`config.mk`:
```
export PLATFORM = sky130hd
export DESIGN_NAME = prio_enc_scan
export DESIGN_NICKNAME = d
export VERILOG_FILES = /design/src/rtl/prio_enc_scan.sv
export SDC_FILE = /design/constraint.sdc
export NUM_CORES = 1
export LEC_CHECK = 0
export ABC_AREA = 1
export CAP_MARGIN = 20
export CORE_MARGIN = 3
export CORE_UTILIZATION = 30
export DETAILED_ROUTE_END_ITERATION = 10
export GPL_TIMING_DRIVEN = 1
export HOLD_SLACK_MARGIN = 0.06
export RECOVER_POWER = 50
export SYNTH_ARGS = -nofsm -noshare
export SYNTH_HDL_FRONTEND = slang
export SYNTH_SLANG_ARGS = --single-unit
export TNS_END_PERCENT = 1
```
`constraint.sdc`:
```
create_clock -name clk -period 1.5 [get_ports clk]
set_input_delay 0.15 -clock clk [delete_from_list [all_inputs] [get_ports clk]]
set_output_delay 0.15 -clock clk [all_outputs]
set_load 0.01 [all_outputs]
```
`src/rtl/prio_enc_scan.sv`:
```
// -----------------------------------------------------------------------------
// prio_enc_scan
//   Registered, glitch-filtered priority encoder that drives a time-multiplexed
//   multi-digit seven-segment display.
//
//   The switch vector is sampled every cycle. It is accepted into sw_stb only
//   after it has held the same value for STABLE_CYC+1 consecutive samples. The
//   index of the highest set bit of sw_stb is registered on y, and valid is
//   registered beside it. chg pulses for one cycle whenever {valid, y} changes.
//   A scanner steps through the hex digits of y, one digit every SCAN_DIV
//   cycles, and produces active-low segment and anode patterns.
//
//   Optional feature macro: HOLD_LAST_EN
//     When the macro is defined and en is high, y keeps its last value after
//     sw_stb returns to zero, and the display keeps showing that value. valid
//     still drops to 0. Driving en low still forces y to 0 and blanks the
//     display.
//
// Ports
//   clk    in   1       system clock, rising edge
//   rst    in   1       synchronous active-high reset
//   sw     in   N_IN    request vector, bit N_IN-1 has the highest priority
//   en     in   1       encoder enable; this input is not filtered
//   y      out  OUT_W   index of the highest set bit of the filtered vector
//   valid  out  1       en high and the filtered vector is nonzero
//   chg    out  1       one-cycle pulse when {valid, y} changes
//   seg    out  7       segments {g..a}, active-low
//   an     out  DIGITS  digit select, one-hot, active-low
// -----------------------------------------------------------------------------
module prio_enc_scan #(
    parameter int N_IN       = 16,
    parameter int STABLE_CYC = 4,
    parameter int DIGITS     = 2,
    parameter int SCAN_DIV   = 1000,
    localparam int OUT_W     = $clog2(N_IN)
) (
    input  logic              clk,
    input  logic              rst,
    input  logic [N_IN-1:0]   sw,
    input  logic              en,
    output logic [OUT_W-1:0]  y,
    output logic              valid,
    output logic              chg,
    output logic [6:0]        seg,
    output logic [DIGITS-1:0] an
);

    localparam int CNT_W = $clog2(STABLE_CYC + 1);
    localparam int DIV_W = (SCAN_DIV > 1) ? $clog2(SCAN_DIV) : 1;
    localparam int DIG_W = (DIGITS > 1) ? $clog2(DIGITS) : 1;

    // Hex digit to active-high segment pattern {g..a}.
    function automatic logic [6:0] hex7(input logic [3:0] n);
        logic [6:0] p;
        case (n)
            4'h0:    p = 7'h3F;
            4'h1:    p = 7'h06;
            4'h2:    p = 7'h5B;
            4'h3:    p = 7'h4F;
            4'h4:    p = 7'h66;
            4'h5:    p = 7'h6D;
            4'h6:    p = 7'h7D;
            4'h7:    p = 7'h07;
            4'h8:    p = 7'h7F;
            4'h9:    p = 7'h6F;
            4'hA:    p = 7'h77;
            4'hB:    p = 7'h7C;
            4'hC:    p = 7'h39;
            4'hD:    p = 7'h5E;
            4'hE:    p = 7'h79;
            4'hF:    p = 7'h71;
            default: p = 7'h00;
        endcase
        return p;
    endfunction

    logic [N_IN-1:0]     r_sw_q;
    logic [N_IN-1:0]     r_sw_stb;
    logic [CNT_W-1:0]    r_cnt;
    logic [OUT_W-1:0]    r_y;
    logic                r_valid;
    logic                r_show;    // display shows r_y rather than blank
    logic                r_chg;
    logic [DIV_W-1:0]    r_div;
    logic [DIG_W-1:0]    r_dig;
    logic [6:0]          r_seg;
    logic [DIGITS-1:0]   r_an;

    logic [OUT_W-1:0]    w_idx;
    logic                w_nxt_valid;
    logic [OUT_W-1:0]    w_nxt_y;
    logic                w_nxt_show;
    logic [4*DIGITS-1:0] w_num;
    logic [3:0]          w_nib;
    logic [DIGITS-1:0]   w_onehot;

    // Input filter: a vector is accepted once it has been stable long enough.
    always_ff @(posedge clk) begin
        if (rst) begin
            r_sw_q   <= '0;
            r_sw_stb <= '0;
            r_cnt    <= '0;
        end else begin
            r_sw_q <= sw;
            if (sw != r_sw_q) begin
                r_cnt <= '0;
            end else if (r_cnt != CNT_W'(STABLE_CYC)) begin
                r_cnt <= r_cnt + CNT_W'(1);
                // Load exactly on the STABLE_CYC-1 -> STABLE_CYC step.
                if (r_cnt == CNT_W'(STABLE_CYC - 1)) begin
                    r_sw_stb <= r_sw_q;
                end else begin
                    r_sw_stb <= r_sw_stb;
                end
            end else begin
                r_cnt <= r_cnt;
            end
        end
    end

    // Priority search: the last set bit scanned is the highest one.
    always_comb begin
        w_idx = '0;
        for (int i = 0; i < N_IN; i++) begin
            if (r_sw_stb[i]) begin
                w_idx = OUT_W'(i);
            end else begin
                w_idx = w_idx;
            end
        end
    end

    // Next encoder state; en low always wins over the code.
    always_comb begin
        w_nxt_valid = en && (r_sw_stb != '0);
        w_nxt_y     = '0;
        w_nxt_show  = 1'b0;
        if (w_nxt_valid) begin
            w_nxt_y    = w_idx;
            w_nxt_show = 1'b1;
        end else if (en) begin
`ifdef HOLD_LAST_EN
            w_nxt_y    = r_y;
            w_nxt_show = r_show;
`else
            w_nxt_y    = '0;
            w_nxt_show = 1'b0;
`endif
        end else begin
            w_nxt_y    = '0;
            w_nxt_show = 1'b0;
        end
    end

    // Encoder registers and the change pulse.
    always_ff @(posedge clk) begin
        if (rst) begin
            r_y     <= '0;
            r_valid <= 1'b0;
            r_show  <= 1'b0;
            r_chg   <= 1'b0;
        end else begin
            r_y     <= w_nxt_y;
            r_valid <= w_nxt_valid;
            r_show  <= w_nxt_show;
            r_chg   <= ({w_nxt_valid, w_nxt_y} != {r_valid, r_y});
        end
    end

    // Digit nibble of y zero-extended to the display width, plus anode one-hot.
    always_comb begin
        w_num = '0;
        for (int i = 0; i < OUT_W; i++) begin
            if (i < 4 * DIGITS) begin
                w_num[i] = r_y[i];
            end else begin
                w_num = w_num;
            end
        end
        w_nib = w_num[4*r_dig +: 4];
        for (int k = 0; k < DIGITS; k++) begin
            w_onehot[k] = (r_dig == DIG_W'(k));
        end
    end

    // Scanner and registered display outputs.
    always_ff @(posedge clk) begin
        if (rst) begin
            r_div <= '0;
            r_dig <= '0;
            r_an  <= ~DIGITS'(1);
            r_seg <= 7'h7F;
        end else begin
            if (r_div == DIV_W'(SCAN_DIV - 1)) begin
                r_div <= '0;
                r_dig <= (r_dig == DIG_W'(DIGITS - 1)) ? '0 : r_dig + DIG_W'(1);
            end else begin
                r_div <= r_div + DIV_W'(1);
                r_dig <= r_dig;
            end
            r_an  <= ~w_onehot;
            r_seg <= r_show ? ~hex7(w_nib) : 7'h7F;
        end
    end

    assign y     = r_y;
    assign valid = r_valid;
    assign chg   = r_chg;
    assign seg   = r_seg;
    assign an    = r_an;

endmodule
```
# Yosys cells after proc, flatten, opt, wreduce, memory -nomap -nowiden

Memories as Yosys holds them, arrays and structs flattened.
Index checks and enable logic that the tools add are counted.

Register bits after elaboration: 62
Latch bits: 0
Memory bits (writable): 0
ROM bits: 112
Input port bits: 19
Output and inout bits: 15
Word-level logic and storage cells: 51
Memories: 1

Add/subtract/negate cells: 3
Multiply operators: 0
Div/mod/pow operators: 0
Magnitude comparators: 0
Equal/unequal tests: 5
Shift operators: 1
Muxes and demuxes: 19
Bitwise operators: 5
Reduce and logical (&&, ||, !) cells: 6

Memories:

| name             | depth | bits a word | read ports | clocked after Yosys merged registers in | wr ports | RTL line | RTL |
|---|---|---|---|---|---|---|---|
| (name not given) | 16    | 7           | 1          | 0                                       | 0        | 55       | `case (n)` |

Operators by type and width:

| operator                | number |
|---|---|
| $mux W4                 | 15 |
| $ne A16 B16 Y1          | 1 |
| $reduce_bool A16 Y1     | 1 |
| $add A10 B1 Y10 const B | 1 |
| $eq A10 B10 Y1 const B  | 1 |
| $shiftx A8 B4 Y4        | 1 |
| $mux W7                 | 1 |
| $not A7 Y7              | 1 |
| $reduce_or A2 Y1        | 3 |
| $ne A5 B5 Y1            | 1 |
| $add A3 B1 Y3 const B   | 1 |
| $eq A3 B2 Y1 const B    | 1 |
| $mux W1                 | 3 |
| $ne A3 B3 Y1 const B    | 1 |
| $not A1 Y1              | 3 |
| $reduce_and A3 Y1       | 1 |
| $not A2 Y2              | 1 |
| $add A1 B1 Y1 const B   | 1 |
| $logic_and A1 B1 Y1     | 1 |

# Logic depth before layout (Yosys ltp)

Gate-level depths: netlist of run 1.

Word-level depth: 17
Gate-level depth with buffers: 19
Depth with buffers taken out: 19

# Worst setup path after synthesis of run 1

OpenSTA, ideal clock, no wires.

Path type: register to register
Start: register r_sw_q[13]
End: register r_sw_stb[0]
Library setup time: 0.116 ns
Arrival: 1.447 ns
Required time: 1.384 ns
Setup slack: -0.063 ns
Cell stages (with the launch flop): 12
Path buffers: 2
Period minus slack after synthesis: 1.563 ns
Cell sequence: dfxtp_1 > or2_0 > a21oi_1 > nand3_1 > nor2_2 > nand2_1 > nor2_4 > inv_2 > buf_6 > buf_6 > nor2_1 > nor2_1

Word-level cells in the longest chain between the ends: 3

Ends and longest elaborated chain:

| what                        | RTL line | RTL |
|---|---|---|
| start: declaration          | 77       | `logic [N_IN-1:0] r_sw_q;` |
| start signal: assignment    | 104      | `r_sw_q <= sw;` |
| $ne A16 B16 Y1              | 105      | `if (sw != r_sw_q) begin` |
| $not A1 Y1 (no line)        | -        |  |
| $reduce_and A3 Y1 (no line) | -        |  |
| end signal: assignment      | 111      | `r_sw_stb <= r_sw_q;` |
| end signal: assignment      | 113      | `r_sw_stb <= r_sw_stb;` |
| end: declaration            | 78       | `logic [N_IN-1:0] r_sw_stb;` |

Every way passes these cells.
A chain may end at the register's enable or synchronous reset.

# Worst setup path after layout of run 1

Start: register r_sw_q[9]
End: register r_sw_stb[8]

The elaborated chain is that of the path after synthesis.

==> impl_metrics.toml, run 1 <==
[run]
max-cap-violations = 0

[setup_path]
cpMaxStageDelayCell = "dfxtp_1"
cp.arrival_ns = 1.84
endpoint_kind = "register"
max_stage_delay_ns = 0.31
cp_top_family = "simple AND/OR/NAND/NOR gates"
crit_fanout = 29
path_class = "reg -> reg"
critical_path.cell_chain = "or2_0 -> a21oi_1 -> nand4_1 -> nor2_2 -> nand2_2 -> nor2_4 -> inv_6 -> nor2_1 -> a211oi_2"
crit_required_ns = 1.71
start_kind = "register"
path_buf_inv = 1

[timing]
report.final.slew_viol_count = 0
tns_ns = -1.81
finalCritPeriodShare_pct = 109
timing.final.hold_violations = 0
rsz0062_at_grt = "true"
relSlewSlack_pct = 81.3
fin_skew_ns = 0.00863
worstMarginPinSlew_ns = 0.278
worst_slack_ns = -0.130
setup_viol_count_final = 17
layout_min_cycle_time_ns = 1.63
fmax_mhz = 613

[outcome]
violations = "setup timing"
outcome = "finished with violations"

[logic_synthesis]
yosysMostFrequentCell = "nor2_1"
synthSimpleGateAreaFrac_pct = 23.7
postSynthCellCount = 354
synth_compound_area_share_pct = 12.4
synth_edf_count = 0
ys_ff_latch = 61
synth-xor-area-share_pct = 4.81
ys_warn_count = 0
synth_cell_types = 30
yosys.area.top_type_share_pct = 44.8
post_synth.cell_area_avg_um2 = 7.71
synth_async_sr_flop_share_pct = 0
yosys.area.top_type = "dfxtp_1"
synthMuxAreaShare_pct = 0
synth_top_family_by_area = "simple AND/OR/NAND/NOR gates"
synth_nets = 383
yosysSeqAreaShare_pct = 44.8
yosys-top-cells-count = "nor2_1, dfxtp_1, nand2_1, inv_1"
synth_area_leaders = "dfxtp_1, nor2_1, nand2_1"
synthFlopType = "dfxtp_1"
synthAdderAreaFrac_pct = 4.59
netlist_area_mm2 = 0.00273

[cts]
clockBufferDepth = 2
htree_levels = 3
cts_root_buf = "clkbuf_8"
numCtsBuffers = 9
clk_pin_slew_worst_paths_ns = 0.06
cts-hold-fix-buffers = 0
clock_latency_ns = 0.33
cts_tree = "yes"
cts.sinks = 61

[placement]
dp_hpwl_mm = 4.18
io_buffer_count = 33
post-place-ws_ns = -0.629
place.gp.congestion = 0.791

[pwr]
vdd_drop_max_mv = 0.428
power_density_mw_per_mm2 = 916
p_leak_nw = 1.59

[routing]
first_iter_violations = 87
drtAntennaViolNets = 0
wl_mm = 5.41
wl_met3_um = 321
firstDrtPassIters = 4
vias = 2324
viasPerCell = 4.31
drc = 0
dr_wl_met2_mm = 2.58
top_layer = "met4"
routedWlPerCell_um = 10.0
drt-met1-wl_mm = 2.46

[finish]
antennaDiodeCount = 0
area_growth_pct = 34.6
nets = 455
drive_gt1_share_pct = 18.8

[global_route]
grt_pass1_wl_mm = 9.08
grt_usage_pct = 11.1
antenna_found_initial = 0
overflow = 0
grt_pass1_vias = 2119
grt_max_degree = 30

[floorplan]
die_x_um = 101
rows = 34
die-area_mm2 = 0.0103
start_util_pct = 31.1
fp.dieH_um = 101
design.core.area_mm2 = 0.00876
pin_count = 34

[hold_path]
hold_path.class = "in -> reg"
## sequential cells by signal, indices dropped and copies added, names as in the netlist
| register | count |
|---|---|
| an | 2 |
| chg | 1 |
| r_cnt | 3 |
| r_dig | 1 |
| r_div | 10 |
| r_sw_q | 16 |
| r_sw_stb | 16 |
| seg | 7 |
| valid | 1 |
| y | 4 |
## cell type report
| cell class | count | area [µm²] |
|---|---|---|
| Clock buffer | 13 | 169 |
| Timing Repair Buffer | 68 | 589 |
| Sequential cell | 61 | 1220 |
| Fill cell | 897 | 5090 |
| Tap cell | 108 | 135 |
| Clock inverter | 3 | 42.5 |
| Inverter | 60 | 230 |
| Multi-Input combinational cell | 226 | 1280 |
## worst reg2reg max path, cell delays in order (launching register included)
cell and delay, ns:
dfxtp_1 0.31, or2_0 0.21, a21oi_1 0.16, nand4_1 0.16, nor2_2 0.15, nand2_2 0.08
nor2_4 0.13, inv_6 0.12, nor2_1 0.15, a211oi_2 0.04
## cell families after synthesis
group | Yosys count
fa+ha+maj | 10
flops | 61
compound gates | 48
buf+inv | 67
simple gates | 153
xor+xnor | 15
## routing by layer
layer	GRT usage [%]	up-vias
met4	3.68	0
met5	0	-
met1	13.2	1006
li1	-	1262
met3	3.99	5
met2	18.7	51
## through the flow
stage	instances	util [%]	hold WS, ns	instance area, µm²	power (mW)
5_1_grt	539	41.9	0.367	3670	3.51
3_3_place_gp	523	39.0	0.436	3410	1.89
6_report	539	41.9	0.382	3670	3.37
3_5_place_dp	523	39.0	0.439	3410	1.89
2_1_floorplan	354	-	0.257	2730	1.78
4_1_cts	539	41.6	0.366	3640	3.42
## final timing paths
| check | to | cells after the start | start | slack [ns] |
|---|---|---|---|---|
| max | r_sw_stb[8] | 9 | r_sw_q[9] | -0.13 |
| min | r_sw_q[8] | 3 | sw[8] | 0.38 |
| min reg2reg | r_div[0] | 1 | r_div[0] | 0.44 |
| max reg2reg | r_sw_stb[8] | 9 | r_sw_q[9] | -0.13 |
## where the power goes
group / switching, mW / leakage, nW / internal (mW)
clock: 0.609 / 0.106 / 0.901
sequential: 0.0180 / 0.498 / 1.65
combinational: 0.0809 / 0.984 / 0.108
total: 0.708 / 1.59 / 2.66
## placed cells by master (no fill, tap or decap), types with 3 or more instances in the layout
master	synthesis	layout
or2_0	5	5
clkbuf_8	0	12
nor2_2	1	5
clkdlybuf4s50_1	0	30
nor3_1	3	3
xor2_1	8	8
nor2_1	62	58
o21ai_0	9	8
xnor2_1	7	7
o211ai_1	4	4
a21oi_1	17	17
buf_4	0	34
dlygate4sd3_1	0	3
a211oi_1	5	4
dfxtp_1	61	59
inv_2	8	7
nand3_1	17	15
a211oi_2	9	10
inv_1	52	52
nand2_1	56	55
ha_1	10	10
## what timing repair did
item                                    CTS  global route
buffers inserted                          0             0
gates cloned                              0             0
endpoints found under the setup margin   17            28
gates resized for setup                   5            13
No activity file was read; power rests on OpenSTA's default activity.
==> inputs of run 2 (changes only) <==
==> constraint.sdc (replaced) <==
create_clock -name clk -period 1.4 [get_ports clk]
set_input_delay 0.14 -clock clk [delete_from_list [all_inputs] [get_ports clk]]
set_output_delay 0.14 -clock clk [all_outputs]
set_load 0.01 [all_outputs]
==> run 2 against run 1 <==
  * The flow still finishes with violations (setup timing)
  * Utilization up 4.1 points
  * Global-route usage up 0.88 points
  * Clock power up 28%
  * Fmax down 4.5%
  * Sequential power up 7%
  * Design area up 9.7%
  * First-iteration DRC count down 32%
  * Routed wire length up 9.5%
  * Final cell count up 4.1%
  * Hold slack worse by 0.019 ns
  * Critical path type unchanged
==> impl_metrics.toml, run 2 (synthesis gave the netlist of run 1 again) <==
[outcome]
outcome = "finished with violations"
violations = "setup timing"

[routing]
wl_mm = 5.92
vias = 2479
first_iter_violations = 59
viasPerCell = 4.42
routedWlPerCell_um = 10.6
firstDrtPassIters = 4
drtAntennaViolNets = 0
drc = 0

[finish]
multiInputGateArea_mm2 = 0.00140
num-fill-cells = 861
mostFrequentLayoutCells = "nand2_1, dfxtp_1, inv_1"
antennaDiodeCount = 0
ff_latch_area_mm2 = 0.00123
top_regs = "r_sw_q: 16 flops, r_sw_stb: 16 flops, r_div: 10 flops"
nets = 477
area_growth_pct = 47.7
drive_gt1_share_pct = 30.7

[global_route]
grt_max_degree = 24
grt_usage_pct = 12.0
gr-usage-met3_pct = 3.93
use_met1_pct = 14.1
grtUsageMet2_pct = 20.3
grt_pass1_vias = 2332
top_usage_layer = "met2"
overflow = 0
grt_pass1_wl_mm = 9.76
antenna_found_initial = 0

[timing]
worstMarginPinSlew_ns = 0.298
worst_slack_ns = -0.307
relSlewSlack_pct = 80.1
timing.final.hold_violations = 0
fin_skew_ns = 0.00650
layout_min_cycle_time_ns = 1.71
fmax_mhz = 586
finalCritPeriodShare_pct = 122
setup_viol_count_final = 20
report.final.slew_viol_count = 0
rsz0062_at_grt = "true"

[cts]
cts.sinks = 61
htree_levels = 3
cts_root_buf = "clkbuf_8"
clk_pin_slew_worst_paths_ns = 0.07
clock_latency_ns = 0.34
cts_tree = "yes"
clockBufferDepth = 2
numCtsBuffers = 9

[floorplan]
die-area_mm2 = 0.0103
pin_count = 34
design.core.area_mm2 = 0.00876
rows = 34
fp.dieH_um = 101
die_x_um = 101
start_util_pct = 31.1

[pwr]
finalPower_mw = 3.94
p_leak_nw = 1.75
vdd_drop_max_mv = 0.658
power_density_mw_per_mm2 = 977

[setup_path]
endpoint_kind = "register"
crit_required_ns = 1.66
start_kind = "register"
cp.arrival_ns = 1.97
crit_fanout = 3
path_class = "reg -> reg"

[run]
max-cap-violations = 0

[placement]
post-place-ws_ns = -0.713
place.gp.congestion = 0.786
dp_hpwl_mm = 4.11
io_buffer_count = 33

[hold_path]
hold_path.class = "in -> reg"
## run 2: cell count changes in the layout (fill, tap and decap cells not counted), sizes merged
| cell | delta |
|---|---|
| buf | +20 |
| clkbuf | -3 |
| dlygate4sd2 | +3 |
| dlygate4sd3 | -3 |
| bufinv | +2 |
| inv | +2 |
| clkdlybuf4s50 | -1 |
| clkinvlp | +1 |
| dlymetal6s2s | +1 |
## run 2: repair_timing
item / CTS / global route
pin swaps: 5 / 8
hold buffers: 0 / 0
gates resized for setup: 36 / 35
buffers inserted: 6 / 1
cloned: 2 / 0
endpoints found under the setup margin: 22 / 38
## run 2: path summary, 6_finish.rpt
check / from / endpoint / slack (ns) / cells after the start
max reg2reg: r_sw_q[5] / r_sw_stb[1] / -0.31 / 10
max: r_sw_q[5] / r_sw_stb[1] / -0.31 / 10
min: sw[7] / r_sw_q[7] / 0.36 / 3
min reg2reg: r_div[0] / r_div[0] / 0.41 / 1
## run 2: power by group
group	internal [mW]	total, mW	switching (mW)
registers	1.77	1.79	0.0196
clock network	1.23	1.93	0.701
logic	0.125	0.222	0.0967
## run 2: routing by layer
layer  vias up  part of all wire [%]  wire [µm]
met5         -                     0          0
met4         0                   1.7        102
met3         8                   5.0        294
met2        42                    48       2870
met1      1121                    45       2660
li1       1308                     -          -
## run 2: metrics by stage
step / instances / instance area [µm²] / TNS (ns) / hold WS [ns] / util [%]
5_1_grt: 561 / 4030 / -7.46 / 0.355 / 46.0
3_3_place_gp: 536 / 3510 / -10.53 / 0.436 / 40.1
2_1_floorplan: 354 / 2730 / -2.10 / 0.247 / -
4_1_cts: 560 / 3930 / -6.05 / 0.349 / 44.8
3_5_place_dp: 536 / 3510 / -11.82 / 0.439 / 40.1
6_report: 561 / 4030 / -5.41 / 0.363 / 46.0
## run 2: critical path, cell delays in order, from the launching register on
cell and delay [ns]:
dfxtp_2 0.32, or2_0 0.21, a21oi_1 0.13, nand3_1 0.15, nor2_2 0.20, nand2_2 0.09
nor2_4 0.14, buf_12 0.14, buf_6 0.10, o21ai_2 0.05, a21oi_1 0.10
## run 2: final cells by class
class                      count  share of cell area, %
sequential                    61                   30.5
tap                          108                   3.35
timing repair buffer          88                   19.1
clock buffer                  10                   3.42
inverter                      60                   5.77
multi-input combinational    226                   34.7
timing repair inverter         2                  0.373
clock inverter                 6                   2.73
